==> src/rtl/pifo_task_issuer.sv <==
// Request-side front end for the PIFO task generator: buffers pushes, arbitrates
// push/pop into the generator port and returns pop results after a fixed latency.
module pifo_task_issuer #(
    parameter  int PTW      = 16,
    parameter  int MTW      = 0,
    parameter  int TREE_NUM = 4,
    parameter  int CTW      = 10,
    parameter  int IN_DEPTH = 4,
    parameter  int POP_LAT  = 2,
    localparam int DW       = MTW + PTW,
    localparam int TNB      = (TREE_NUM > 1) ? $clog2(TREE_NUM) : 1
) (
    input  logic           i_clk,
    input  logic           i_rst,
    input  logic           i_s_valid,
    output logic           o_s_ready,
    input  logic [TNB-1:0] i_s_tree_id,
    input  logic [DW-1:0]  i_s_data,
    input  logic           i_pop_req,
    output logic           o_pop_ack,
    output logic           o_push,
    output logic [TNB-1:0] o_push_tree_id,
    output logic [DW-1:0]  o_push_data,
    output logic           o_pop,
    input  logic           i_task_fifo_full,
    input  logic [TNB-1:0] i_pop_tree_id,
    input  logic [DW-1:0]  i_pop_data,
    output logic           o_r_valid,
    output logic [TNB-1:0] o_r_tree_id,
    output logic [DW-1:0]  o_r_data,
    output logic [CTW-1:0] o_occupancy
);
    localparam int PW = $clog2(IN_DEPTH);
    localparam logic [PW:0] FULL_CNT = (PW + 1)'(IN_DEPTH);

    typedef struct packed {
        logic [TNB-1:0] tree_id;
        logic [DW-1:0]  data;
    } entry_t;

    typedef enum logic {LAST_POP, LAST_PUSH} last_e;

    entry_t            mem [IN_DEPTH];
    entry_t            head;
    logic [PW-1:0]     wr_ptr, rd_ptr;
    logic [PW:0]       count;
    last_e             last;
    logic [POP_LAT-1:0] vld_pipe;

    logic wr_en, push_el, pop_el, grant_push, grant_pop;

    assign head      = mem[rd_ptr];
    assign o_s_ready = (count < FULL_CNT);
    assign wr_en     = i_s_valid && o_s_ready;

    assign push_el = (count != '0) && !i_task_fifo_full && (o_occupancy != {CTW{1'b1}});
    assign pop_el  = i_pop_req && (o_occupancy != '0);

    // On a tie the side not granted last time wins; last resets to POP so push wins first.
    assign grant_push = push_el && (!pop_el || (last == LAST_POP));
    assign grant_pop  = pop_el && (!push_el || (last == LAST_PUSH));
    assign o_pop_ack  = grant_pop;

    always_ff @(posedge i_clk) begin
        if (wr_en) begin
            mem[wr_ptr] <= '{tree_id: i_s_tree_id, data: i_s_data};
        end
    end

    always_ff @(posedge i_clk) begin
        if (i_rst) begin
            wr_ptr         <= '0;
            rd_ptr         <= '0;
            count          <= '0;
            last           <= LAST_POP;
            o_push         <= 1'b0;
            o_push_tree_id <= '0;
            o_push_data    <= '1;
            o_pop          <= 1'b0;
            o_occupancy    <= '0;
            vld_pipe       <= '0;
            o_r_valid      <= 1'b0;
            o_r_tree_id    <= '0;
            o_r_data       <= '1;
        end else begin
            if (wr_en) wr_ptr <= wr_ptr + PW'(1);
            if (grant_push) rd_ptr <= rd_ptr + PW'(1);
            case ({wr_en, grant_push})
                2'b10:   count <= count + (PW + 1)'(1);
                2'b01:   count <= count - (PW + 1)'(1);
                default: count <= count;
            endcase

            if (grant_push) last <= LAST_PUSH;
            else if (grant_pop) last <= LAST_POP;

            o_push         <= grant_push;
            o_push_tree_id <= grant_push ? head.tree_id : '0;
            o_push_data    <= grant_push ? head.data : '1;
            o_pop          <= grant_pop;

            if (grant_push) o_occupancy <= o_occupancy + CTW'(1);
            else if (grant_pop) o_occupancy <= o_occupancy - CTW'(1);

            // One bit per in-flight pop; the exiting bit marks the cycle the result is valid.
            vld_pipe[0] <= o_pop;
            for (int i = 1; i < POP_LAT; i++) vld_pipe[i] <= vld_pipe[i-1];

            o_r_valid <= vld_pipe[POP_LAT-1];
            if (vld_pipe[POP_LAT-1]) begin
                o_r_tree_id <= i_pop_tree_id;
                o_r_data    <= i_pop_data;
            end
        end
    end
endmodule
==> config.mk <==
export PLATFORM = sky130hd
export DESIGN_NAME = pifo_task_issuer
export DESIGN_NICKNAME = d
export VERILOG_FILES = /design/src/rtl/pifo_task_issuer.sv
export SDC_FILE = /design/constraint.sdc
export NUM_CORES = 1
export LEC_CHECK = 0
export ABC_AREA = 0
export BUFFER_PORTS_ARGS = -buffer_cell sky130_fd_sc_hd__buf_2
export CAP_MARGIN = 20
export CORE_ASPECT_RATIO = 1.4
export CORE_MARGIN = 8
export CORE_UTILIZATION = 40
export CTS_BUF_LIST = sky130_fd_sc_hd__clkbuf_8 sky130_fd_sc_hd__clkbuf_16
export CTS_CLUSTER_SIZE = 24
export DETAILED_ROUTE_END_ITERATION = 12
export HOLD_SLACK_MARGIN = 0.12
export PLACE_DENSITY_LB_ADDON = 0.1
export RECOVER_POWER = 100
export SETUP_SLACK_MARGIN = 0.5
export SLEW_MARGIN = 40
export SYNTH_ARGS = -nofsm -noshare
export SYNTH_HDL_FRONTEND = slang
export SYNTH_SLANG_ARGS = --single-unit
==> constraint.sdc <==
create_clock -name i_clk -period 2.95 [get_ports i_clk]
set_input_delay 0.295 -clock i_clk [delete_from_list [all_inputs] [get_ports i_clk]]
set_output_delay 0.295 -clock i_clk [all_outputs]
set_load 0.01 [all_outputs]
==> Word level (Yosys, flattened, before mapping) <==
Memory sizes are Yosys's and may differ from the RTL's. A register that Yosys moved wholly into a read port is not among the register bits.
Index checks and enable logic that the tools add are counted.
{ "totals": {"output_inout_bits": 51, "latch_bits": 0, "mem_bits_rw": 72, "regBits": 41, "mem_bits_ro": 0, "memories": 1} }
{ "classes": {"n_bitwise": 2, "add_sub_neg": 6, "div_mod_pow": 0, "mul": 0, "eq_ne": 3, "reduce_logical": 16, "n_shift": 0, "muxes": 7, "n_lt_le_gt_ge": 1} }
{ "memory_table": {"columns": ["name", "depth", "word_bits", "read_ports", "rd_ports_with_merged_regs", "wr", "line_no", "source"], "rows": [
  ["mem", 4, 18, 1, 1, 1, "43", "entry_t mem [IN_DEPTH];"]
]} }
{ "op_table": {"columns": ["op", "count"], "rows": [
  ["$mux 10", 2],
  ["$add 10x1->10 const B", 1],
  ["$ne 10x10->1 const B", 1],
  ["$reduce_bool 10->1", 1],
  ["$sub 10x1->10 const B", 1],
  ["$logic_and 1x1->1", 6],
  ["$pmux 3 s2", 1],
  ["$add 2x1->2 const B", 2],
  ["$mux 1", 4],
  ["$reduce_bool 2->1", 2],
  ["$add 3x1->3 const B", 1],
  ["$logic_not 1->1", 3],
  ["$lt 3x3->1 const B", 1],
  ["$reduce_bool 3->1", 1],
  ["$sub 3x1->3 const B", 1],
  ["$eq 2x1->1 const B", 1],
  ["$eq 2x2->1 const B", 1],
  ["$logic_or 1x1->1", 2],
  ["$not 1->1", 2],
  ["$reduce_or 2->1", 1]
]} }

==> Depth between registers and ports, before layout <==
{ "logic_depth": {"depth_word": 8, "mapped_depth": 10} }

==> Worst setup path after synthesis <==
No wires, ideal clock.
{ "synth_path": {"path_type": "flip-flop to flip-flop", "startpoint": "register o_occupancy[0]", "endpoint": "register o_occupancy[9]", "required_time_ns": 2.827, "setup_ns": 0.123, "arrival_time_ns": 2.937, "period_less_slack_ns": 3.060, "path_slack_ns": -0.110, "n_path_buf": 0, "path_stages_with_launch": 11, "path_cell_list": "dfxtp_1 -> nor4_4 -> a31oi_4 -> a211oi_4 -> inv_1 -> ha_1 -> a21oi_1 -> nor2_1 -> o32ai_1 -> mux2i_1 -> mux2_1"} }
{ "synth_via": {"elab_chain_cells": 6} }
{ "synth_rtl": {"columns": ["item", "line_no", "source"], "rows": [
  ["start, declared", "31", "output logic [CTW-1:0] o_occupancy"],
  ["start signal, assigned", "102", "if (grant_push) o_occupancy <= o_occupancy + CTW'(1);"],
  ["start signal, assigned", "103", "else if (grant_pop) o_occupancy <= o_occupancy - CTW'(1);"],
  ["$reduce_bool 10->1", "57", "assign pop_el = i_pop_req && (o_occupancy != '0);"],
  ["$logic_and 1x1->1", "57", null],
  ["$logic_not 1->1", "60", "assign grant_push = push_el && (!pop_el || (last == LAST_POP));"],
  ["$logic_or 1x1->1", "60", null],
  ["$logic_and 1x1->1 (*)", "60", null],
  ["named net grant_push", "50", "logic wr_en, push_el, pop_el, grant_push, grant_pop;"],
  ["$mux 10 or $reduce_bool 2->1 (tied branches)", null, null]
]} }
Mark *: on every way through the listed nets, which the timed path passes. The rest lies on a longest branch. The select of a mux whose other input is x is not followed.
A chain may end at the register's enable or synchronous reset.

==> Final worst setup path <==
{ "layout_path": {"startpoint": "register o_occupancy[2]", "endpoint": "register o_occupancy[9]"} }
The elaborated chain is that of the path after synthesis.

==> out/qor.yml <==
cp.depth: 12
worstSetupStartpointType: "flip-flop"
path_max_fanout: 8
r2r-start: "o_occupancy[2]$_SDFFE_PP0P_"
hpwl_mm: 7.051
synth_edf_count: 72
htreeDepth: 4
cp-end-kind: "flip-flop"
worst_path_most_repeated_cell: "clkbuf_1"
cts_tree: "built"
seqPwrFrac: 0.358
cts_root_buf: "clkbuf_16"
portBuffers: 91
core-area_um2: 12750
slew_headroom: -0.05317
critPathCapture: "o_occupancy[9]$_SDFFE_PP0P_"
finalSetupViolations: 0
final_max_slew_viol_count: 34
worstSetupPathType: "flip-flop to flip-flop"
cp.required_ns: 3.25
violations: "max-capacitance violations, max-slew violations"
wl_per_cell_um: 16.86
timing.rr.end: "o_occupancy[9]$_SDFFE_PP0P_"
io_pins: 92
ant_nets: 0
routed_wl_mm: 11.21
grt_pass1_wl_mm: 18.17
finalNetCount: 555
path_clk_slew_ns: 0.07
yosys-top-cells-area: "edfxtp_1, dfxtp_1, mux4_2"
antenna_cells: 0
globalplace.congestion: 0.8178
viasPerCell: 4.911
cp.arrival_ns: 3.04
ys_ff_latch: 131
final_cell_mix: "edfxtp_1, clkbuf_1, dfxtp_1"
synth-main-ff-cell: "edfxtp_1"
drt_iter0_drc: 105
hold_viol: 0
initial_core_util: 0.4049
drive_gt1_frac: 0.2285
synthDistinctLibCells: 51
path_cells: "clkbuf_1, nand4_1, nor3_2, a211oi_4, inv_4, clkbuf_1, ha_4, nand2_2, a211oi_2, o32ai_2, mux2i_1, mux2_1"
fin_skew_ns: 0.02347
critPathLaunch: "o_occupancy[2]$_SDFFE_PP0P_"
power_density_nw_per_um2: 971.4
synth_top_cell_by_area: "edfxtp_1"
clock_latency_ns: 0.42
fin_util: 0.5388
grt_max_degree: 34
hp-class: "primary input to flip-flop"
p_leak_nw: 2.430
whs_ns: 0.4068
combPwrFrac: 0.329
cp_top_family: "buffers and inverters"
period_share: 0.9260
power.internal_w: 0.004597
synth_fp_nets: 406
reg2reg_slack_ns: 0.22
cts_num_sinks: 131
synth_cells: 350
mostFrequentLayoutCell: "edfxtp_1"
fin_crit_ns: 2.732
async_flop_share: 0
yosysSeqAreaShare: 0.6474
route.detailed.drc: 0
grt_overflow: 0
finalSetupTns_ns: 0
path_buf_inv: 3
worst_path_max_delay_cell: "dfxtp_1"
rr_worst_depth: 12
synth.avg_cell_area_um2: 14.75
rows: 49
maxCapViolations: 1
crit_path_max_incr_delay_ns: 0.37
dr.pass1.iters: 5
die_x_um: 112.0
die-area_um2: 16850
cts_buffers: 17
antenna_found_initial: 0
rsz0062_at_grt: "yes"
max_freq_ghz: 0.3661
p_sw_w: 0.002077
synth_area_um2: 5164
dieHeight_um: 150.4
yosysTopAreaCellShare: 0.4187
clkPwrFrac: 0.313
status: "complete, but fails checks"
track_usage: 0.1389
clockBufferDepth: 2
ir_drop_uv: 458.7
yosys_warnings: 0
grt_pass1_vias: 3558
tightest_slew_ns: 1.580
switching_share: 0.3112
num_vias: 3266
syn2layout_area_growth_pct: 33.05
sequential cells by signal (all words and copies together) (netlist names):
name and flops:
o_push_tree_id 2, mem 72, o_r_valid 1, wr_ptr 2, o_r_data 16, vld_pipe 2, o_occupancy 10, last 1
o_push 1, o_r_tree_id 2, count 3, o_push_data 16, rd_ptr 2, o_pop 1
how the worst min path moves through the flow:
stage,from,end,slack (ns),depth (start not counted)
after floorplan,i_s_data[0],mem[0][0]$_DFFE_PP_,0.39,0
after global placement,vld_pipe[0]$_SDFF_PP0_,vld_pipe[1]$_SDFF_PP0_,0.42,1
after detailed placement,vld_pipe[0]$_SDFF_PP0_,vld_pipe[1]$_SDFF_PP0_,0.42,1
after CTS,i_rst,o_occupancy[2]$_SDFFE_PP0P_,0.40,2
after global routing,vld_pipe[0]$_SDFF_PP0_,vld_pipe[1]$_SDFF_PP0_,0.45,1
final,i_s_valid,wr_ptr[0]$_SDFFE_PP0P_,0.41,4
per-stage QoR:
step / setup WS [ns] / power [W] / std cells / instance area [µm²]
4_1_cts: 0.2009 / 0.006800 / 665 / 6993
3_3_place_gp: 0.1796 / 0.004388 / 589 / 5912
5_1_grt: 0.03701 / 0.007059 / 665 / 6870
6_report: 0.2184 / 0.006674 / 665 / 6870
2_1_floorplan: 0.1808 / 0.003897 / 350 / 5260
3_5_place_dp: 0.1609 / 0.004416 / 589 / 5913
cells by family after synthesis:
kind of cell,count (synthesis),share of synthesized area
buf+inv,26,0.02011
mux,35,0.1119
fa+ha+maj,15,0.03925
flops,131,0.6474
simple gates,89,0.09959
compound gates,45,0.06640
xor+xnor,9,0.01527
cells in the mapped netlist, drive strengths merged, types with 2 or more instances:
library cell,number
a21oi,12
nand2,12
nor2b,14
nand4,2
edfxtp,72
or3,3
mux4,18
or3b,2
ha,13
a21o,2
clkbuf,7
a211oi,4
and2,5
buf,6
nand3,3
dfxtp,59
mux2i,15
nor4,2
o21bai,2
inv,12
a211o,7
xor2,2
fa,2
mux2,2
and3,3
o21ai,6
nor2,22
o21a,3
a31oi,2
nand2b,17
xnor2,7
worst register-to-register path: stages, from the launching register on:
cell	delay [ns]
dfxtp_1	0.37
clkbuf_1	0.25
nand4_1	0.17
nor3_2	0.25
a211oi_4	0.07
inv_4	0.17
clkbuf_1	0.18
ha_4	0.24
nand2_2	0.07
a211oi_2	0.04
o32ai_2	0.26
mux2i_1	0.22
mux2_1	0.33
power groups by stage:
stage / combinational (W) / sequential [W] / clock, W
after floorplan: 0.00145 / 0.00245 / 0
after global placement: 0.00197 / 0.00242 / 0
after detailed placement: 0.00199 / 0.00243 / 0
after CTS: 0.00227 / 0.00239 / 0.00214
after global routing: 0.00243 / 0.00242 / 0.00221
final: 0.00220 / 0.00239 / 0.00209
timing repair:
item	in CTS	in global routing
gates resized for setup	16	0
hold buffers	36	0
pin swaps	13	1
endpoints found under the hold margin	89	0
gates cloned	0	0
buffers inserted	8	0
endpoints found under the setup margin	8	9
metal layers:
metal  wire [µm]  GRT usage  vias to the layer above
met4         119    0.06093                        0
met2        5888     0.2540                       74
li1            -          -                     1591
met5           0          0                        -
met1        4783     0.1498                     1593
met3         420    0.03412                        8
final cells by class:
class                   count  area [µm²]
fillers                  1104        5882
flip-flops and latches    131        3348
multi-input cells         193        1857
repair buffers            143       829.5
clock buffers              17       425.4
well taps                 153       191.4
clock inverters            15       167.7
inverters                  13       51.30
No activity file was read; power rests on OpenSTA's default activity.
